<file path="src/rtl/sos_sample_pacer_if.sv">
// Sample-side and strobe-side signals of the SOS sample pacer.
// The master drives samples and hold. The slave is the pacer, which returns ready, the strobe and the occupancy.
interface sos_sample_pacer_if #(
    parameter int Ndint  = 3,
    parameter int Ndfrac = 22,
    parameter int DEPTH  = 8
);
    localparam int W  = Ndint + Ndfrac;
    localparam int LW = $clog2(DEPTH) + 1;

    logic          s_valid;
    logic [W-1:0]  s_data;
    logic          s_ready;
    logic          hold;
    logic          dv_out;
    logic [W-1:0]  d_out;
    logic [LW-1:0] level;

    modport master (
        output s_valid, s_data, hold,
        input  s_ready, dv_out, d_out, level
    );

    modport slave (
        input  s_valid, s_data, hold,
        output s_ready, dv_out, d_out, level
    );
endinterface

</file>
<file path="src/rtl/sos_sample_pacer.sv">
// Buffers bursty Q(Ndint).(Ndfrac) samples and re-emits them as single-cycle strobes
// spaced at least GAP cycles apart, so a multi-cycle MAC section can keep up.
module sos_sample_pacer #(
    parameter int Ndint  = 3,
    parameter int Ndfrac = 22,
    parameter int DEPTH  = 8,
    parameter int GAP    = 6
) (
    input  logic              clk,
    input  logic              rst_n,
    sos_sample_pacer_if.slave bus
);
    localparam int W  = Ndint + Ndfrac;
    localparam int AW = $clog2(DEPTH);
    localparam int LW = AW + 1;
    localparam int GW = (GAP > 1) ? $clog2(GAP) : 1;

    localparam logic [LW-1:0] FULL       = LW'(DEPTH);
    localparam logic [GW-1:0] GAP_RELOAD = GW'(GAP - 1);

    logic [W-1:0]  mem [DEPTH];
    logic [AW-1:0] wr_ptr;
    logic [AW-1:0] rd_ptr;
    logic [LW-1:0] level_q;
    logic [GW-1:0] gap_cnt;
    logic          dv_q;
    logic [W-1:0]  d_q;
    logic          push;
    logic          pop;

    // Ready comes from the registered level only, so a pop cannot free a slot for the same cycle's write.
    assign bus.s_ready = (level_q != FULL);

    // NOTE: each combinational output gets a default at the top of the block, so no path leaves it unassigned and no latch is inferred.
    always_comb begin
        push = 1'b0;
        pop  = 1'b0;
        if (bus.s_valid && bus.s_ready) push = 1'b1;
        if ((level_q != '0) && (gap_cnt == '0) && !bus.hold) pop = 1'b1;
    end

    // NOTE: the sample storage has no reset. Stale words are unreachable because level gates every read.
    always_ff @(posedge clk) begin
        if (push) mem[wr_ptr] <= bus.s_data;
    end

    // NOTE: all state uses non-blocking assignments, so every register samples pre-edge values.
    always_ff @(posedge clk or negedge rst_n) begin
        if (!rst_n) begin
            wr_ptr <= '0;
            rd_ptr <= '0;
        end else begin
            if (push) wr_ptr <= wr_ptr + AW'(1);
            if (pop)  rd_ptr <= rd_ptr + AW'(1);
        end
    end

    always_ff @(posedge clk or negedge rst_n) begin
        if (!rst_n) begin
            level_q <= '0;
        end else begin
            unique case ({push, pop})
                2'b10:   level_q <= level_q + LW'(1);
                2'b01:   level_q <= level_q - LW'(1);
                default: level_q <= level_q;
            endcase
        end
    end

    // The gap counter keeps running under hold, so a release after a long hold emits at once.
    always_ff @(posedge clk or negedge rst_n) begin
        if (!rst_n) begin
            gap_cnt <= '0;
        end else if (pop) begin
            gap_cnt <= GAP_RELOAD;
        end else if (gap_cnt != '0) begin
            gap_cnt <= gap_cnt - GW'(1);
        end
    end

    always_ff @(posedge clk or negedge rst_n) begin
        if (!rst_n) begin
            dv_q <= 1'b0;
            d_q  <= '0;
        end else begin
            dv_q <= pop;
            if (pop) d_q <= mem[rd_ptr];
        end
    end

    assign bus.dv_out = dv_q;
    assign bus.d_out  = d_q;
    assign bus.level  = level_q;

    a_level_bound: assert property (@(posedge clk) disable iff (!rst_n) level_q <= FULL);

    if (GAP > 1) begin : g_strobe_shape
        a_single_strobe: assert property (@(posedge clk) disable iff (!rst_n) dv_q |=> !dv_q);
    end
endmodule

</file>
<file path="src/flat_wrapper.sv">
// flat-port wrapper written by rule: the top's interface ports become plain ports
module sos_sample_pacer_flat 
#(
    parameter int Ndint  = 3,
    parameter int Ndfrac = 22,
    parameter int DEPTH  = 8,
    parameter int GAP    = 6
)
  (clk, rst_n, bus_s_valid, bus_s_data, bus_hold, bus_s_ready, bus_dv_out, bus_d_out, bus_level);
  sos_sample_pacer_if #(.Ndint(Ndint), .Ndfrac(Ndfrac), .DEPTH(DEPTH)) bus_i ();
  input  logic clk;
  input  logic rst_n;
  input wire logic [$bits(bus_i.s_valid)-1:0] bus_s_valid;
  input wire logic [$bits(bus_i.s_data)-1:0] bus_s_data;
  input wire logic [$bits(bus_i.hold)-1:0] bus_hold;
  output wire logic [$bits(bus_i.s_ready)-1:0] bus_s_ready;
  output wire logic [$bits(bus_i.dv_out)-1:0] bus_dv_out;
  output wire logic [$bits(bus_i.d_out)-1:0] bus_d_out;
  output wire logic [$bits(bus_i.level)-1:0] bus_level;
  assign bus_i.s_valid = bus_s_valid;
  assign bus_i.s_data = bus_s_data;
  assign bus_i.hold = bus_hold;
  assign bus_s_ready = bus_i.s_ready;
  assign bus_dv_out = bus_i.dv_out;
  assign bus_d_out = bus_i.d_out;
  assign bus_level = bus_i.level;
  sos_sample_pacer #(.Ndint(Ndint), .Ndfrac(Ndfrac), .DEPTH(DEPTH), .GAP(GAP)) u_core (.clk(clk), .rst_n(rst_n), .bus(bus_i));
endmodule
</file>
<file path="config.mk">
export PLATFORM = sky130hd
export DESIGN_NAME = sos_sample_pacer_flat
export DESIGN_NICKNAME = d
export VERILOG_FILES = /design/src/rtl/sos_sample_pacer_if.sv /design/src/rtl/sos_sample_pacer.sv /design/src/flat_wrapper.sv
export SDC_FILE = /design/constraint.sdc
export NUM_CORES = 1
export LEC_CHECK = 0
export ABC_AREA = 1
export BUFFER_PORTS_ARGS = -buffer_cell sky130_fd_sc_hd__buf_4
export CORE_AREA = 3 3 176 110
export DETAILED_ROUTE_END_ITERATION = 6
export DIE_AREA = 0 0 179 113
export PLACE_DENSITY = 0.72
export SETUP_SLACK_MARGIN = 0.05
export SYNTH_ARGS = -nofsm -noshare
export SYNTH_HDL_FRONTEND = slang
export SYNTH_SLANG_ARGS = --single-unit
</file>
<file path="constraint.sdc">
create_clock -name clk -period 3.5 [get_ports clk]
set_input_delay 0.875 -clock clk [delete_from_list [all_inputs] [get_ports clk]]
set_output_delay 0.875 -clock clk [all_outputs]
set_load 0.05 [all_outputs]
</file>
### Word-level counts from Yosys, hierarchy flattened

Memories as Yosys holds them, arrays and structs flattened. A register that Yosys moved wholly into a read port is not among the register bits.
Index checks and enable logic that the tools add are counted.

* add/sub/neg operators: 5
* eq/ne operators: 3
* mux-type cells: 7
* reduce and logical (&&, ||, !) cells: 10

Operators with widths (number)
* one-hot mux 4 bit (2 select lines): 1
* adder 3 x 1 -> 3 bit, second input constant: 2
* two-way mux 3 bit: 2
* adder 4 x 1 -> 4 bit, second input constant: 1
* two-way mux 1 bit: 4
* != test 4 bit, second input constant: 1
* nonzero test 2 bit: 2
* nonzero test 4 bit: 1
* subtractor 4 x 1 -> 4 bit, second input constant: 1
* logical AND 1 bit: 3
* zero test 3 bit: 1
* nonzero test 3 bit: 1
* subtractor 3 x 1 -> 3 bit, second input constant: 1
* equality test 2 x 1 -> 1 bit, second input constant: 1
* equality test 2 bit, second input constant: 1
* zero test 1 bit: 2

* bits in registers: 14
* RAM bits: 200
* input port bits: 29
* output and inout port bits: 31
* logic and storage cells: 31
* memories kept: 1

Memories
* u_core.mem: words 8, width 25, read ports 1, clocked after Yosys merged registers in 1, write ports 1, RTL line sos_sample_pacer.sv:21 `logic [W-1:0] mem [DEPTH];`

### Depth between registers and ports, before layout

Gate-level depths: netlist of run 1.

* word-level depth: 6
* depth in mapped cells: 16
* mapped depth without buffers: 15

### Worst setup path after synthesis of run 1

No wires, ideal clock.

* path type: reg2reg
* from: register u_core.level_q[2], in the netlist u_core.bus.level[2]
* to: memory u_core.mem[0][0] in the netlist's numbering (enable)
* setup time: 407 ps
* data arrival time: 2755 ps
* path slack: 338 ps
* stages on the path, launching flop included: 6
* path buffers: 0
* period minus slack after synthesis: 3162 ps
* cell sequence: dfrtp_1 -> inv_1 -> nand3_1 -> nand2_2 -> or2_4 -> nor2_1

* cells in the longest elaborated chain, start to end: 5

RTL lines
* from (decl): RTL line sos_sample_pacer.sv:24 `logic [LW-1:0] level_q;`
* from (signal assigned): RTL line sos_sample_pacer.sv:63 `2'b10: level_q <= level_q + LW'(1);`
* from (signal assigned): RTL line sos_sample_pacer.sv:64 `2'b01: level_q <= level_q - LW'(1);`
* from (signal assigned): RTL line sos_sample_pacer.sv:65 `default: level_q <= level_q;`
* != test 4 bit: RTL line sos_sample_pacer.sv:32 `assign bus.s_ready = (level_q != FULL);`
* via bus_s_ready: RTL line flat_wrapper.sv:16 `output wire logic [$bits(bus_i.s_ready)-1:0] bus_s_ready;`
* logical AND 1 bit: RTL line sos_sample_pacer.sv:38 `if (bus.s_valid && bus.s_ready) push = 1'b1;`
* two-way mux 1 bit: RTL line sos_sample_pacer.sv:38
* two-way mux 1 bit: RTL line sos_sample_pacer.sv:44 `if (push) mem[wr_ptr] <= bus.s_data;`
* two-way mux 1 bit (not written as such): RTL line sos_sample_pacer.sv:44
* to (decl): RTL line sos_sample_pacer.sv:21

The timed path passes the listed nets, and every way through them passes these cells.

### Worst setup path in the final report of run 1

* from: register u_core.level_q[1], in the netlist u_core.bus.level[1]
* to: output bus_s_ready

* cells in the longest elaborated chain, start to end: 1

RTL lines (RTL line)
* != test 4 bit: sos_sample_pacer.sv:32
* to (decl): flat_wrapper.sv:16

Every way passes these cells.

==> flow_metrics.py, run 1 <==
metrics = {
    "routing": {
        "detail-route-antenna-nets": 0,
        "dr_wl_met2_mm": 9.15,
        "met3_wirelength_mm": 1.30,
        "num_vias": 5983,
        "drc": 0,
        "dr.max_layer_used": "met4",
        "wl_per_cell_um": 18.5,
        "drt-total-wl_mm": 20.5,
        "routed_via_density": 5.42,
        "drtPass1Iterations": 5,
        "met1_length_mm": 9.70,
        "drtIter0Drc": 580,
    },
    "clocking": {
        "cts_setup_buffers": 0,
        "path_clk_slew_ps": 70,
        "postCtsHoldBufs": 0,
        "htreeDepth": 1,
        "cts_buffer_depth": 3,
        "worstSkewPairLatency_ps": 500,
        "cts.repair.resized": 0,
        "cts_tree": "done",
        "cts_inserted_buffers": 22,
        "clock_tree.root_cell": "clkbuf_16",
        "cts_sinks": 239,
    },
    "global_route": {
        "grtUsageTotal_pct": 20.5,
        "grt_pass1_vias": 5630,
        "grt_max_degree": 90,
        "grt_pass1_wl_mm": 31.9,
        "antenna_found_initial": 0,
        "grt-ovfl-total": 0,
    },
    "logic_synthesis": {
        "ys_seq_area_share_pct": 71.8,
        "netlist_instances": 791,
        "ys_types": 26,
        "synth.avg_cell_area_um2": 12.3,
        "yosys_warnings": 0,
        "syn_nets": 827,
        "ys_ff_latch": 239,
        "syn-cell-area_mm2": 0.00973,
    },
    "floorplanning": {
        "start_util_pct": 54.5,
        "rows": 38,
        "core_area_mm2": 0.0178,
        "chipWidth_um": 179,
        "dieHeight_um": 113,
        "ios": 60,
        "dieArea_mm2": 0.0202,
    },
    "finish": {
        "antenna_cells": 0,
        "multi_input_area_mm2": 0.00210,
        "num-nets-final": 884,
        "final-seq-area_mm2": 0.00699,
        "areaGrowthSynthToFinish_pct": 14.9,
        "nFillCells": 1343,
        "final_layout_size_suffix_gt1_share_pct": 15.0,
    },
    "pwr": {
        "peakVddDrop_mv": 0.427,
        "p_per_area_mw_per_mm2": 865,
        "p_total_mw": 9.67,
        "cellLeakagePower_nw": 4.45,
    },
    "timing": {
        "drv_slew": 0,
        "min_period_over_period_pct": 66.5,
        "tightest_slew_ps": 951,
        "rsz0062_at_grt": "no",
        "slew_headroom_pct": 36.2,
        "fin_ws_ps": 1170,
        "max_freq_mhz": 430,
        "finalSetupTns_ps": 0,
        "hold_viol_final": 0,
        "setup_violations": 0,
        "finClkSkew_ps": 14.0,
        "min_period_ps": 2330,
    },
    "worst_setup_path": {
        "critPathRequiredTime_ps": 2620,
        "endpoint_kind": "primary output",
        "criticalPathCategory": "flip-flop to primary output",
        "cp_data_arrival_time_ps": 1450,
        "cp-start-kind": "flip-flop",
        "crit_fanout": 6,
    },
    "status": {
        "run_status": "complete, no violations",
    },
    "place": {
        "port_buffers": 59,
        "dp_hpwl_mm": 11.5,
        "gp_congestion": 0.763,
        "place_ws_ps": 958,
    },
    "run": {
        "drv_cap": 0,
    },
    "hold_path": {
        "min_path_type": "input port to asynchronous set/reset pin",
    },
}
-- cell type report --
cell class                      count  area share [%]
Clock buffer                       27            5.46
Clock inverter                     13            1.34
Inverter                          114            3.85
Multi-Input combinational cell    396            18.8
Sequential cell                   239            62.5
Tap cell                          240            2.69
Timing Repair Buffer               75            5.37
-- registers in the layout, summed over array words and instances (netlist names) --
register,count
u_core.mem,200
u_core.wr_ptr,3
u_core.gap_cnt,3
u_core.bus.level,4
u_core.bus.dv_out,1
u_core.bus.d_out,25
u_core.rd_ptr,3
-- metrics by stage --
step                util [%]  hold WS (ps)  cells  cell area (um^2)
finish                  62.7           383   1104             11200
global route            62.7           412   1104             11200
CTS                     62.7           388   1104             11200
detailed placement      58.4           467   1064             10400
global placement        58.4           466   1064             10400
floorplan                  -           465    791              9730
-- worst paths after layout --
kind	from	endpoint	slack, ps	cells after the start
setup / recovery	u_core.bus.level[1]$_DFFE_PN0P_	bus_s_ready	1170	3
hold / removal	rst_n	u_core.bus.d_out[13]$_DFFE_PN0P_	380	1
setup reg to reg	u_core.bus.level[1]$_DFFE_PN0P_	u_core.mem[5][2]$_DFFE_PP_	1240	7
hold reg to reg	u_core.bus.d_out[14]$_DFFE_PN0P_	u_core.bus.d_out[14]$_DFFE_PN0P_	480	2
max in group asynchronous	rst_n	u_core.rd_ptr[0]$_DFFE_PN0P_	2670	1
min in group clk	u_core.bus.d_out[14]$_DFFE_PN0P_	u_core.bus.d_out[14]$_DFFE_PN0P_	480	2
-- power breakdown --
part / leakage (nW) / total (mW) / switching (mW) / internal (mW)
clock network: 0.370 / 2.50 / 1.03 / 1.47
logic: 1.78 / 3.15 / 2.17 / 0.979
registers: 2.30 / 4.02 / 0.363 / 3.65
-- Yosys cell counts --
master / n / area (um^2)
o22ai_1: 1 / 6.26
edfxtp_1: 200 / 6010
ha_1: 7 / 87.6
buf_4: 11 / 82.6
inv_1: 111 / 417
nor2_4: 1 / 11.3
nand3_1: 82 / 410
clkbuf_1: 5 / 18.8
xor2_1: 3 / 26.3
nor2_8: 1 / 20.0
o21ai_0: 30 / 150
buf_6: 1 / 11.3
xnor2_1: 3 / 26.3
inv_2: 1 / 3.75
nand2_2: 3 / 18.8
o21ai_1: 1 / 5.00
buf_2: 25 / 125
dfrtp_1: 39 / 976
nor2_2: 1 / 6.26
o211ai_1: 75 / 563
clkinv_1: 1 / 3.75
or2_4: 1 / 8.76
nand2_1: 149 / 559
a21oi_1: 27 / 135
inv_4: 1 / 6.26
nor2_1: 11 / 41.3
-- routing by layer --
metal | vias up | GRT usage (%)
met5 | - | 0
met4 | 0 | 3.84
met3 | 28 | 3.49
met2 | 202 | 30.8
met1 | 2892 | 32.2
li1 | 2861 | -
-- critical path: stages (launching register included) --
cell and delay, ps:
dfrtp_1 440, nor2_2 170, nand3_1 120, buf_4 210
-- logic make-up (layout without fill, tap and decap cells) --
kind of cell | after synthesis | in the layout | synth area share [%]
compound gates | 134 | 134 | 8.84
xor+xnor | 6 | 6 | 0.540
fa+ha+maj | 7 | 7 | 0.901
buf+inv | 156 | 229 | 6.87
flops | 239 | 239 | 71.8
simple gates | 249 | 249 | 11.1
-- cells in the final DEF (no fill, tap or decap), types with 2 or more instances in the layout --
master      count
edfxtp_1      200
nand2_1       149
inv_1         111
nand3_1        82
o211ai_1       75
buf_4          72
dfrtp_1        37
o21ai_0        30
a21oi_1        27
clkbuf_16      23
nor2_2          9
ha_1            7
clkinv_2        4
nor2_1          3
nand2_2         3
xnor2_1         3
xor2_1          3
clkinv_1        3
bufinv_16       3
buf_12          3
clkbuf_8        2
clkinv_4        2
clkbuf_1        2
clkinvlp_4      2
Power figures use the tool's default switching activity.
==> inputs of run 2 (changes only) <==
--- a/config.mk
+++ b/config.mk
@@ -7,10 +7,10 @@
 export LEC_CHECK = 0
 export ABC_AREA = 1
 export BUFFER_PORTS_ARGS = -buffer_cell sky130_fd_sc_hd__buf_4
-export CORE_AREA = 3 3 176 110
+export CORE_AREA = 3 3 178 110
 export DETAILED_ROUTE_END_ITERATION = 6
-export DIE_AREA = 0 0 179 113
-export PLACE_DENSITY = 0.72
+export DIE_AREA = 0 0 181 113
+export PLACE_DENSITY = 0.74
 export SETUP_SLACK_MARGIN = 0.05
 export SYNTH_ARGS = -nofsm -noshare
 export SYNTH_HDL_FRONTEND = slang
==> constraint.sdc (replaced) <==
create_clock -name clk -period 1.85 [get_ports clk]
set_input_delay 0.4625 -clock clk [delete_from_list [all_inputs] [get_ports clk]]
set_output_delay 0.4625 -clock clk [all_outputs]
set_load 0.05 [all_outputs]
==> flow_metrics.py, run 2 (synthesized netlist as in run 1, its figures left out) <==
metrics = {
    "status": {
        "run_status": "complete, but fails checks",
        "violations": "negative setup slack",
    },
    "worst_setup_path": {
        "criticalPathCategory": "flip-flop to flip-flop",
        "endpoint_kind": "flip-flop",
        "rr_startpoint": "u_core.gap_cnt[1]$_DFFE_PN0P_",
        "critPathRequiredTime_ps": 2230,
        "r2r_end": "u_core.bus.level[2]$_DFFE_PN0P_",
        "worstRegToRegCells": 15,
        "cp-start-kind": "flip-flop",
        "crit_fanout": 3,
        "cp_data_arrival_time_ps": 2240,
        "reg2reg_slack_ps": -10,
    },
    "timing": {
        "timing.hold.ws_ps": 196,
        "drv_slew": 0,
        "fin_ws_ps": -12.6,
        "slew_headroom_pct": 59.3,
        "max_freq_mhz": 537,
        "setup_violations": 1,
        "finClkSkew_ps": 7.05,
        "min_period_ps": 1860,
        "rsz0062_at_grt": "yes",
        "min_period_over_period_pct": 101,
        "tightest_slew_ps": 610,
        "finalSetupTns_ps": -12.6,
        "hold_viol_final": 0,
    },
    "routing": {
        "detail-route-antenna-nets": 0,
        "routed_via_density": 5.35,
        "drt-total-wl_mm": 20.4,
        "wl_per_cell_um": 18.2,
        "num_vias": 6013,
        "drtPass1Iterations": 5,
        "drc": 0,
        "drtIter0Drc": 486,
    },
    "floorplanning": {
        "start_util_pct": 54.0,
        "dieArea_mm2": 0.0205,
        "core_area_mm2": 0.0180,
        "chipWidth_um": 181,
        "dieHeight_um": 113,
        "ios": 60,
        "rows": 38,
    },
    "pwr": {
        "cellLeakagePower_nw": 4.58,
        "p_per_area_mw_per_mm2": 1640,
        "peakVddDrop_mv": 0.753,
    },
    "clocking": {
        "cts_buffer_depth": 3,
        "clock_tree.root_cell": "clkbuf_16",
        "path_clk_slew_ps": 70,
        "cts_inserted_buffers": 22,
        "cts_tree": "done",
        "htreeDepth": 1,
        "cts_sinks": 239,
        "worstSkewPairLatency_ps": 500,
    },
    "global_route": {
        "grtUsageTotal_pct": 19.6,
        "grt_pass1_wl_mm": 31.4,
        "grt-ovfl-total": 0,
        "antenna_found_initial": 0,
        "grt_max_degree": 44,
        "grt_pass1_vias": 5636,
    },
    "hold_path": {
        "worstHoldStart": "bus_s_data[9]",
        "min_delay_worst_endpoint": "u_core.mem[3][9]$_DFFE_PP_",
        "min_path_type": "input port to flip-flop",
        "whs_path_depth": 1,
    },
    "finish": {
        "largest_reg_flops": 200,
        "num-nets-final": 903,
        "final_cell_area_mm2": 0.0116,
        "fin_util_pct": 64.5,
        "mostFrequentLayoutCells": "edfxtp_1, nand2_1, inv_1, nand3_1, buf_4",
        "final_common_cell": "edfxtp_1",
        "antenna_cells": 0,
        "regMostFlops": "u_core.mem",
        "final_layout_size_suffix_gt1_share_pct": 18.8,
        "areaGrowthSynthToFinish_pct": 19.4,
    },
    "place": {
        "place_area_mm2": 0.0108,
        "dp_hpwl_mm": 11.2,
        "place_ws_ps": -34.4,
        "gp_congestion": 0.809,
        "port_buffers": 59,
    },
    "run": {
        "drv_cap": 0,
    },
}
## run 2: critical path, stage by stage (launching register included)
cell     delay (ps)
dfrtp_1         390
inv_2            90
ha_4            140
inv_4            40
nor2_4          100
nand2_4          80
nor2_8           90
ha_4            140
nand2_1          60
inv_2            60
nor2_2           50
ha_4            160
a21oi_4         130
nand3_1         100
nand2_1          70
o22ai_1          60
## run 2: worst max-delay path by stage
stage	start	endpoint	slack (ps)	depth (start not counted)
floorplan	u_core.gap_cnt[0]$_DFFE_PN0P_	u_core.bus.level[2]$_DFFE_PN0P_	-200	16
global placement	u_core.gap_cnt[0]$_DFFE_PN0P_	u_core.bus.level[2]$_DFFE_PN0P_	-2	15
detailed placement	u_core.gap_cnt[1]$_DFFE_PN0P_	u_core.bus.level[2]$_DFFE_PN0P_	-30	15
CTS	u_core.gap_cnt[1]$_DFFE_PN0P_	u_core.bus.level[2]$_DFFE_PN0P_	9	15
global route	u_core.gap_cnt[1]$_DFFE_PN0P_	u_core.bus.level[2]$_DFFE_PN0P_	-90	15
finish	u_core.gap_cnt[1]$_DFFE_PN0P_	u_core.bus.level[2]$_DFFE_PN0P_	-10	15
## run 2: power breakdown
group          total, mW  internal, mW  switching [mW]
sequential          7.51          6.92           0.582
clock               4.64          2.76            1.88
combinational       6.88          2.38            4.50
total               19.0          12.1            6.97
## run 2: layout make-up
class                   count  area, um^2
repair buffers             94         895
flip-flops and latches    239        6990
fillers                  1324        6400
clock inverters            13         139
inverters                 114         435
well taps                 240         300
clock buffers              27         611
multi-input cells         396        2240
## run 2: repair_timing
| item | CTS | global route |
|---|---|---|
| pin swaps | 7 | 7 |
| hold buffers | 1 | 0 |
| resized for setup | 11 | 12 |
| hold endpoints to repair | 37 | 0 |
| setup endpoints to repair | 8 | 30 |
| setup buffers | 1 | 1 |
## run 2: layer usage
layer / share of wire (%) / vias to the layer above / global-route usage [%]
li1: - / 2909 / -
met1: 45 / 2867 / 29.6
met2: 46 / 216 / 30.6
met3: 7.7 / 21 / 3.63
met4: 1.2 / 0 / 3.90
met5: 0 / - / 0
## run 2: per-stage QoR
step / power, mW / std cells
2_1_floorplan: 12.1 / 791
3_3_place_gp: 14.1 / 1080
3_5_place_dp: 14.2 / 1080
4_1_cts: 19.0 / 1122
5_1_grt: 20.1 / 1123
6_report: 19.0 / 1123
==> inputs of run 3 (changes only) <==
--- a/config.mk
+++ b/config.mk
@@ -10,8 +10,10 @@
 export CORE_AREA = 3 3 178 110
 export DETAILED_ROUTE_END_ITERATION = 6
 export DIE_AREA = 0 0 181 113
+export GPL_ROUTABILITY_DRIVEN = 0
 export PLACE_DENSITY = 0.74
 export SETUP_SLACK_MARGIN = 0.05
+export SKIP_CTS_REPAIR_TIMING = 1
 export SYNTH_ARGS = -nofsm -noshare
 export SYNTH_HDL_FRONTEND = slang
 export SYNTH_SLANG_ARGS = --single-unit
==> flow_metrics.py, run 3 (synthesized netlist as in run 1, its figures left out) <==
metrics = {
    "finish": {
        "fin_util_pct": 64.4,
        "mostFrequentLayoutCells": "edfxtp_1, nand2_1, inv_1, nand3_1",
        "regMostFlops": "u_core.mem",
        "largest_reg_flops": 200,
        "fin_cells": 1121,
        "antenna_cells": 0,
        "areaGrowthSynthToFinish_pct": 19.3,
        "final_cell_area_mm2": 0.0116,
        "final_common_cell": "edfxtp_1",
        "final_layout_size_suffix_gt1_share_pct": 18.6,
        "num-nets-final": 901,
    },
    "timing": {
        "fin_ws_ps": -12.2,
        "timing.hold.ws_ps": -23.4,
        "hold_viol_final": 39,
        "drv_slew": 0,
        "min_period_ps": 1860,
        "slew_headroom_pct": 59.3,
        "setup_violations": 1,
        "min_period_over_period_pct": 101,
        "max_freq_mhz": 537,
        "tightest_slew_ps": 610,
        "finClkSkew_ps": 6.37,
        "rsz0062_at_grt": "yes",
        "finalSetupTns_ps": -12.2,
    },
    "pwr": {
        "share_comb_of_total_power_pct": 36.0,
        "power_frac_seq_pct": 39.5,
        "power.switching_mw": 6.93,
        "pwr-share-clk_pct": 24.4,
        "swShare_pct": 36.5,
        "p_int_mw": 12.0,
        "p_per_area_mw_per_mm2": 1640,
        "cellLeakagePower_nw": 4.57,
        "peakVddDrop_mv": 0.753,
    },
    "worst_setup_path": {
        "crit_path_frequent_cell": "ha_4",
        "worstRegToRegCells": 15,
        "path_depth": 15,
        "worst_path_max_delay_cell": "dfrtp_1",
        "startpoint": "u_core.gap_cnt[0]$_DFFE_PN0P_",
        "critPathRequiredTime_ps": 2230,
        "r2r_end": "u_core.bus.level[2]$_DFFE_PN0P_",
        "crit_chain": "inv_2 > ha_4 > inv_4 > nor2_4 > nand2_4 > nor2_8 > ha_4 > nand2_1 > inv_2 > nor2_2 > ha_4 > a21oi_4 > nand3_1 > nand2_1 > o22ai_1",
        "rr_startpoint": "u_core.gap_cnt[0]$_DFFE_PN0P_",
        "cp_data_arrival_time_ps": 2240,
        "crit_fanout": 3,
        "reg2reg_slack_ps": -10,
        "path_buf_inv": 3,
        "cp-start-kind": "flip-flop",
        "criticalPathCategory": "flip-flop to flip-flop",
        "max_stage_delay_ps": 390,
        "endpoint_kind": "flip-flop",
        "crit_family": "simple AND/OR/NAND/NOR gates",
    },
    "clocking": {
        "cts_inserted_buffers": 22,
        "cts_tree": "done",
        "worstSkewPairLatency_ps": 500,
        "cts_sinks": 239,
        "htreeDepth": 1,
        "cts_buffer_depth": 3,
        "path_clk_slew_ps": 70,
        "clock_tree.root_cell": "clkbuf_16",
    },
    "global_route": {
        "grt-ovfl-total": 0,
        "antenna_found_initial": 0,
        "grt_pass1_wl_mm": 31.3,
        "grtUsageTotal_pct": 19.5,
        "grt_max_degree": 44,
        "grt_pass1_vias": 5587,
    },
    "routing": {
        "routed_via_density": 5.37,
        "drt-total-wl_mm": 20.2,
        "drc": 0,
        "num_vias": 6017,
        "detail-route-antenna-nets": 0,
        "drtPass1Iterations": 5,
        "drtIter0Drc": 456,
        "wl_per_cell_um": 18.0,
    },
    "run": {
        "drv_cap": 0,
    },
    "place": {
        "dp_hpwl_mm": 11.2,
        "port_buffers": 59,
        "place_area_mm2": 0.0108,
        "dp_cells": 1080,
    },
    "floorplanning": {
        "dieArea_mm2": 0.0205,
        "ios": 60,
        "chipWidth_um": 181,
        "dieHeight_um": 113,
        "start_util_pct": 54.0,
        "rows": 38,
        "core_area_mm2": 0.0180,
    },
    "status": {
        "run_status": "complete, but fails checks",
        "violations": "negative hold slack, negative setup slack",
    },
    "hold_path": {
        "min_path_type": "input port to asynchronous set/reset pin",
    },
}
[run 3: worst max-delay path by stage]
stage                                      endpoint  slack [ps]
finish              u_core.bus.level[2]$_DFFE_PN0P_         -10
global route        u_core.bus.level[2]$_DFFE_PN0P_        -120
CTS                 u_core.bus.level[2]$_DFFE_PN0P_         -50
detailed placement  u_core.bus.level[2]$_DFFE_PN0P_         -30
global placement    u_core.bus.level[2]$_DFFE_PN0P_          -2
floorplan           u_core.bus.level[2]$_DFFE_PN0P_        -200
[run 3: power groups by stage]
stage	Clock (mW)	Sequential, mW	Combinational [mW]
finish	4.64	7.50	6.84
global route	4.96	7.60	7.50
CTS	4.72	7.49	6.68
detailed placement	0	7.59	6.65
global placement	0	7.57	6.50
floorplan	0	8.40	3.69
[run 3: final cells by class]
type	instances	area, um^2
Sequential cell	239	6990
Fill cell	1328	6420
Multi-Input combinational cell	396	2240
Timing Repair Buffer	92	877
Clock buffer	27	611
Inverter	114	438
Tap cell	240	300
Clock inverter	13	139
[run 3: through the flow]
step	worst slack [ps]	power, mW
floorplan	-195	12.1
CTS	-50.4	18.9
finish	-12.2	19.0
global placement	-2.06	14.1
global route	-118	20.1
detailed placement	-34.4	14.2
[run 3: routing by layer]
| layer | GRT usage (%) | up-vias | part of all wire, % |
|---|---|---|---|
| li1 | - | 2899 | - |
| met4 | 3.65 | 0 | 1.3 |
| met5 | 0 | - | 0 |
| met1 | 29.5 | 2891 | 46 |
| met2 | 30.3 | 202 | 45 |
| met3 | 3.66 | 25 | 7.0 |
[run 3: worst reg2reg max path, delay by kind of cell, from the launching register on]
| kind | cells | cell delay, ps |
|---|---|---|
| and+or+nand+nor | 7 | 570 |
| adders and majority gates | 3 | 450 |
| AOI/OAI and AO/OA | 2 | 180 |
| buffers and inverters | 3 | 180 |
| DFF | 1 | 390 |
